<file path="src/rtl/rom_arbiter.sv">
// rom_arbiter: round-robin arbiter/sequencer sharing one SPI flash ROM read
// path between port 0 (68040 bus interface) and port 1 (boot-copy/DMA).
// One read is outstanding at a time. A watchdog fails reads the flash never
// answers, and a later stale ack is drained before the next grant.
//
// Ports:
//   clk_i, rst_i                 clock, synchronous active-high reset
//   mN_req_i/addr_i/sel_i        port N level request, word address, byte lanes
//   mN_ack_o/err_o               port N one-cycle completion, timeout flag
//   rdata_o                      shared read data, valid with mN_ack_o
//   rom_stb_o/addr_o/sel_o       one-cycle read strobe and latched request
//   rom_ack_i/odata_i            ROM reader completion and data
//   busy_o                       high whenever the sequencer is not idle
module rom_arbiter #(
  parameter int unsigned TIMEOUT  = 1000,
  parameter logic [31:0] ERR_DATA = 32'hFFFF_FFFF
) (
  input  logic        clk_i,
  input  logic        rst_i,
  input  logic        m0_req_i,
  input  logic [21:0] m0_addr_i,
  input  logic [3:0]  m0_sel_i,
  output logic        m0_ack_o,
  output logic        m0_err_o,
  input  logic        m1_req_i,
  input  logic [21:0] m1_addr_i,
  input  logic [3:0]  m1_sel_i,
  output logic        m1_ack_o,
  output logic        m1_err_o,
  output logic [31:0] rdata_o,
  output logic        rom_stb_o,
  output logic [21:0] rom_addr_o,
  output logic [3:0]  rom_sel_o,
  input  logic        rom_ack_i,
  input  logic [31:0] rom_odata_i,
  output logic        busy_o
);

  localparam int unsigned CNT_W  = 16;
  localparam int unsigned ADDR_W = 22;
  localparam int unsigned SEL_W  = 4;
  localparam int unsigned DATA_W = 32;
  localparam logic [CNT_W-1:0] CNT_LAST = CNT_W'(TIMEOUT - 1);

  typedef enum logic [2:0] {
    S_IDLE,
    S_ISSUE,
    S_WAIT,
    S_RESP,
    S_DRAIN
  } state_e;

  state_e              state_q, state_d;
  logic                gnt_q, gnt_d;
  logic                last_q, last_d;
  logic                drain_q, drain_d;
  logic [CNT_W-1:0]    cnt_q, cnt_d;
  logic [DATA_W-1:0]   rdata_q, rdata_d;
  logic                rom_stb_q, rom_stb_d;
  logic [ADDR_W-1:0]   rom_addr_q, rom_addr_d;
  logic [SEL_W-1:0]    rom_sel_q, rom_sel_d;
  logic [1:0]          ack_q, ack_d;
  logic [1:0]          err_q, err_d;
  logic                busy_q, busy_d;

  // Next-state and registered-output logic.
  always_comb begin
    state_d    = state_q;
    gnt_d      = gnt_q;
    last_d     = last_q;
    drain_d    = drain_q;
    cnt_d      = cnt_q;
    rdata_d    = rdata_q;
    rom_stb_d  = 1'b0;
    rom_addr_d = rom_addr_q;
    rom_sel_d  = rom_sel_q;
    ack_d      = 2'b00;
    err_d      = 2'b00;

    case (state_q)
      S_IDLE: begin
        if (m0_req_i || m1_req_i) begin
          // On a tie, the port that did not win last time goes first.
          gnt_d      = (m0_req_i && m1_req_i) ? ~last_q : m1_req_i;
          rom_addr_d = gnt_d ? m1_addr_i : m0_addr_i;
          rom_sel_d  = gnt_d ? m1_sel_i : m0_sel_i;
          rom_stb_d  = 1'b1;
          state_d    = S_ISSUE;
        end
      end
      S_ISSUE: begin
        cnt_d = '0;
        if (rom_ack_i) begin
          rdata_d       = rom_odata_i;
          ack_d[gnt_q]  = 1'b1;
          state_d       = S_RESP;
        end else begin
          state_d = S_WAIT;
        end
      end
      S_WAIT: begin
        if (rom_ack_i) begin
          rdata_d      = rom_odata_i;
          ack_d[gnt_q] = 1'b1;
          state_d      = S_RESP;
        end else if (cnt_q == CNT_LAST) begin
          // Flash is presumed hung; its ack may still arrive later.
          rdata_d      = ERR_DATA;
          ack_d[gnt_q] = 1'b1;
          err_d[gnt_q] = 1'b1;
          drain_d      = 1'b1;
          state_d      = S_RESP;
        end else begin
          cnt_d = cnt_q + CNT_W'(1);
        end
      end
      S_RESP: begin
        last_d  = gnt_q;
        state_d = drain_q ? S_DRAIN : S_IDLE;
      end
      S_DRAIN: begin
        // Swallow the stale ack without touching rdata.
        if (rom_ack_i) begin
          drain_d = 1'b0;
          state_d = S_IDLE;
        end
      end
      default: state_d = S_IDLE;
    endcase

    busy_d = (state_d != S_IDLE);
  end

  // State and output registers.
  always_ff @(posedge clk_i) begin
    if (rst_i) begin
      state_q    <= S_IDLE;
      gnt_q      <= 1'b0;
      last_q     <= 1'b1;
      drain_q    <= 1'b0;
      cnt_q      <= '0;
      rdata_q    <= '0;
      rom_stb_q  <= 1'b0;
      rom_addr_q <= '0;
      rom_sel_q  <= '0;
      ack_q      <= 2'b00;
      err_q      <= 2'b00;
      busy_q     <= 1'b0;
    end else begin
      state_q    <= state_d;
      gnt_q      <= gnt_d;
      last_q     <= last_d;
      drain_q    <= drain_d;
      cnt_q      <= cnt_d;
      rdata_q    <= rdata_d;
      rom_stb_q  <= rom_stb_d;
      rom_addr_q <= rom_addr_d;
      rom_sel_q  <= rom_sel_d;
      ack_q      <= ack_d;
      err_q      <= err_d;
      busy_q     <= busy_d;
    end
  end

  assign m0_ack_o   = ack_q[0];
  assign m1_ack_o   = ack_q[1];
  assign m0_err_o   = err_q[0];
  assign m1_err_o   = err_q[1];
  assign rdata_o    = rdata_q;
  assign rom_stb_o  = rom_stb_q;
  assign rom_addr_o = rom_addr_q;
  assign rom_sel_o  = rom_sel_q;
  assign busy_o     = busy_q;

endmodule

</file>
<file path="config.mk">
export PLATFORM = sky130hd
export DESIGN_NAME = rom_arbiter
export DESIGN_NICKNAME = d
export VERILOG_FILES = /design/src/rtl/rom_arbiter.sv
export SDC_FILE = /design/constraint.sdc
export NUM_CORES = 1
export LEC_CHECK = 0
export ABC_AREA = 1
export CAP_MARGIN = 10
export CORE_ASPECT_RATIO = 1.5
export CORE_MARGIN = 4
export CORE_UTILIZATION = 49
export CTS_BUF_LIST = sky130_fd_sc_hd__clkbuf_8
export CTS_CLUSTER_DIAMETER = 30
export DETAILED_ROUTE_END_ITERATION = 8
export PLACE_DENSITY_LB_ADDON = 0.12
export SLEW_MARGIN = 15
export SYNTH_ARGS = -nofsm -noshare
export SYNTH_HDL_FRONTEND = slang
export SYNTH_SLANG_ARGS = --single-unit
</file>
<file path="constraint.sdc">
create_clock -name clk_i -period 4.6 [get_ports clk_i]
set_input_delay 0.69 -clock clk_i [delete_from_list [all_inputs] [get_ports clk_i]]
set_output_delay 0.69 -clock clk_i [all_outputs]
set_load 0.01 [all_outputs]
</file>
# After elaboration in Yosys (flattened, before gate mapping)
# Index checks and enable logic that the tools add are counted.
[op_classes]
eq_ne = 11
reduce_logical = 13
mux = 28
n_addsub = 1
magnitude_cmp = 2
bitwise_logic = 3
[ops]
columns = ["op", "n"]
rows = [
  ["$mux W32", 3],
  ["$pmux W32 S2", 1],
  ["$mux W16", 2],
  ["$pmux W16 S2", 1],
  ["$mux W22", 1],
  ["$add A16 B1 Y16 const B", 1],
  ["$eq A16 B10 Y1 const B", 1],
  ["$mux W3", 5],
  ["$pmux W3 S5", 1],
  ["$ne A2 B2 Y1 const B", 5],
  ["$mux W1", 7],
  ["$eq A3 B2 Y1 const B", 2],
  ["$mux W2", 3],
  ["$reduce_and A3 Y1", 2],
  ["$mux W4", 1],
  ["$pmux W2 S2", 1],
  ["$reduce_and A4 Y1", 1],
  ["$reduce_bool A2 Y1", 2],
  ["$eq A3 B1 Y1 const B", 1],
  ["$eq A3 B3 Y1 const B", 1],
  ["$logic_not A3 Y1", 1],
  ["$ne A3 B3 Y1 const B", 1],
  ["$not A1 Y1", 3],
  ["$reduce_bool A3 Y1", 1],
  ["9 further kinds", 10],
]
[word_totals]
reg_bits = 86
in_bits = 89
elab_cells = 70
output_inout_bits = 64

# Logic depth before layout (Yosys ltp)
[logic_depth]
word_depth = 7
mapped_depth = 11

# Worst setup path before layout
# OpenSTA, ideal clock, no wires.
[synth_timing]
path_kind = "in2reg"
startpoint = "input port m0_req_i"
endpoint = "register rom_addr_q[6], in the netlist rom_addr_o[6]"
setup_slack_ns = 2.999
setup_time_ns = 0.070
stages = 7
n_path_buf = 1
t_arrival_ns = 1.530
cell_sequence = "nand2_1 -> nand2_1 -> clkbuf_1 -> nor2_1 -> nor2_1 -> o21ai_0 -> a21oi_1"
[synth_between]
elab_chain_cells = 3
[synth_lines]
columns = ["element", "line_no", "text"]
rows = [
  ["start, declared", "20", "input logic m0_req_i,"],
  ["$logic_and A1 B1 Y1", "84", "gnt_d = (m0_req_i && m1_req_i) ? ~last_q : m1_req_i;"],
  ["$mux W1", "84", ""],
  ["$mux W22", "85", "rom_addr_d = gnt_d ? m1_addr_i : m0_addr_i;"],
  ["end signal, assigned", "157", "rom_addr_q <= rom_addr_d;"],
  ["end, declared", "60", "logic [ADDR_W-1:0] rom_addr_q, rom_addr_d;"],
]
# Several ways; a longest one is shown, not always the timed one.
# A chain may end at the register's enable or synchronous reset.

# Worst setup path after layout
[layout_timing]
startpoint = "input port m0_req_i"
endpoint = "register rom_addr_q[8], in the netlist rom_addr_o[8]"
# Same word-level chain as after synthesis.

==> summary.md <==
| Metric | Value |
|---|---|
| CTS buffer count | 9 |
| Drt pass-1 iters | 4 |
| Post-route core utilization | 0.730 |
| Grt total ovfl | 0 |
| Worst setup path class | in -> reg |
| Max-slew violation count | 0 |
| Final WS setup | 1.91 ns |
| Clock transition at the registers of the reported paths | 0.09 ns |
| Syn_nets | 690 |
| Sequential area share after synthesis | 0.440 |
| Post-Layout Cell Count | 842 |
| Net Sw Frac | 0.288 |
| Root Buffer | clkbuf_8 |
| Slew headroom | 0.261 |
| Die area | 0.00950 mm^2 |
| Critical Path RT | 4.84 ns |
| Vias in the first global route | 3880 |
| Startpoint Class | input pin |
| # IOs | 153 |
| WL met2 | 5.51 mm |
| FF-to-FF path depth | 9 |
| Hold buffer count at CTS | 0 |
| Reg-to-reg slack, setup | 1.92 ns |
| Hold Path End | rom_addr_o[21] |
| Port Buffers | 152 |
| Fmax achieved | 372 MHz |
| Total power | 1.93 mW |
| Cell total after placement | 826 |
| Gate Count Post-Synth | 600 |
| # resized after CTS | 0 |
| Postcts setup bufs | 0 |
| Reg2reg start | state_q[2] |
| Critical path capture point type | flop |
| Hold_sp | rom_addr_o[21] |
| Final setup violating endpoints | 0 |
| Residual DRC | 0 |
| Setup TNS | 0 ns |
| Worst Path Arrival | 2.93 ns |
| Antenna Cells | 0 |
| Library cells used by synthesis | 26 |
| Synth top area cells | dfxtp_1, nor2_1, nand2_1 |
| Setup slack at placement | 1.54 ns |
| Antenna viol nets, final | 0 |
| M1 wire length | 4.00 mm |
| Final min period | 2.69 ns |
| Final Instance Area | 0.00563 mm^2 |
| Highest metal used | met4 |
| Die Wd | 80.9 um |
| Share of the synthesized area in the top cell type | 0.440 |
| Routed vias/inst | 4.90 |
| Commonest non-fill, non-tap cell in the layout | nor2_1 |
| Reg-to-reg endpoint | rdata_o[13] |
| Final Cycle Share | 0.585 |
| WL final | 10.6 mm |
| Yosys top cell by area | dfxtp_1 |
| Clock power share | 0.293 |
| DP Wirelength | 7.76 mm |
| Psw | 557 uW |
| Area grow syn2layout | 44.0% |
| Average cell area after synthesis | 6.51 um^2 |
| Hold Fails Final Rpt | 0 |
| Gr usage total | 0.224 |
| Metal3 WL | 840 um |
| Initial Util | 0.507 |
| Core area | 0.00771 mm^2 |
| Largest net degree at the start of global routing | 53 |
| Hold WC Path Type | reg -> reg |
| Fill cell count | 677 |
| Synthesized flop and latch total | 86 |
| Pleak | 2.27 nW |
| Max_cap viols | 0 |
| Power Dens Cells | 343 mW/mm^2 |
| Clk sinks | 86 |
| Logic gate share of total power | 0.262 |
| Mapped Area | 0.00391 mm^2 |
| Hold path depth | 2 |
| Layout cell share with drive strength beyond 1 | 0.0378 |
| Routed len/inst | 12.6 um |
| Row Count | 39 |
| RD Place Congestion | 0.918 |
| Total internal power | 1.37 mW |
| Commonest non-fill, non-tap cells in the layout | nor2_1, clkdlybuf4s50_1, nand2_1 |
| CTS tree | yes |
| Tightest Pin Transition | 1.11 ns |
| Worst Path Max Fanout | 28 |
| Worst Hold Slack | 0.469 ns |
| Outcome | complete, no violations |
| Die Ht | 117 um |
| CTS Buffer Depth | 2 |
| Vias | 4127 |
| Ys Warns | 0 |
| DR iter-0 viols | 294 |
| Worst vdd ir | 0.000228 V |
| Initial antenna violation count | 0 |
| Final layout net count | 825 |
| H-tree lvl count | 3 |
| Global-route wire length before repair | 17.1 mm |
| Sequential share of power | 0.446 |
| Later-pin clock latency in the skew report | 0.36 ns |
| Unrepaired setup endpoints after global routing | no |
| Placed cell area | 0.00541 mm^2 |
| Final clock skew | 0.00967 ns |
==> Yosys cell counts <==
master	count
buf_1	2
nand3_2	1
nor2_2	2
inv_1	29
nand3b_1	2
clkbuf_1	12
buf_4	2
o21ai_4	1
o21ai_2	1
a22oi_1	1
o21bai_1	1
nor3_1	4
dfxtp_1	86
a21oi_1	36
buf_2	9
nand2_1	146
nand3_1	18
nand4_1	8
xor2_1	3
a31oi_1	1
ha_1	1
o21ai_0	29
nor2_1	194
inv_2	5
nand2_2	1
buf_6	5
==> power by group through the flow <==
stage | combinational [mW] | clock [mW] | sequential (mW)
2_1_floorplan | 0.235 | 0 | 0.904
3_3_place_gp | 0.493 | 0 | 0.873
3_5_place_dp | 0.505 | 0 | 0.878
4_1_cts | 0.509 | 0.577 | 0.861
5_1_grt | 0.560 | 0.611 | 0.869
6_report | 0.505 | 0.566 | 0.861
==> sequential cells by signal, summed over array words and instances, names as in the netlist <==
| signal | cells |
|---|---|
| rom_sel_o | 4 |
| gnt_q | 1 |
| err_q | 2 |
| ack_q | 2 |
| rom_addr_o | 22 |
| drain_q | 1 |
| state_q | 3 |
| rom_stb_o | 1 |
| cnt_q | 16 |
| rdata_o | 32 |
| last_q | 1 |
| busy_o | 1 |
==> worst max-delay path: stages <==
cell and delay, ns:
clkdlybuf4s50_1 0.47, nand2_1 0.05, nand2_1 0.68, inv_1 0.58, o21ai_0 0.35, a21oi_1 0.09
==> layout make-up <==
type                       count  area (um^2)  area share
clock inverter                 7         90.1      0.0160
inverter                      34          128      0.0227
clock buffer                   9          124      0.0220
tap                          102          128      0.0227
sequential                    86         1720       0.306
multi-input combinational    450         1900       0.338
timing repair buffer         154         1540       0.273
==> metal layers <==
| layer | GRT usage | vias to the layer above |
|---|---|---|
| li1 | - | 2129 |
| met1 | 0.235 | 1836 |
| met2 | 0.400 | 143 |
| met3 | 0.0575 | 19 |
| met4 | 0.107 | 0 |
| met5 | 0 | - |
==> worst max path at each step <==
stage | from | end | depth (start not counted) | slack [ns]
after CTS | m0_req_i | rom_addr_o[8] | 6 | 1.91
after detailed placement | m0_req_i | rom_sel_o[2] | 6 | 1.54
after global placement | m0_req_i | rom_addr_o[13] | 6 | 1.61
after global routing | state_q[1] | rdata_o[20] | 8 | 1.66
after floorplan | m0_req_i | rom_addr_o[6] | 7 | 3.00
final | m0_req_i | rom_addr_o[8] | 6 | 1.91
==> cells by family after synthesis <==
logic type | share of synthesized area
AND/OR/NAND/NOR | 0.379
flip-flops | 0.440
AO/OA/AOI/OAI | 0.0951
buffers and inverters | 0.0759
XOR/XNOR | 0.00672
adder cells (fa/ha/maj) | 0.00320
No activity file was read; power rests on OpenSTA's default activity.
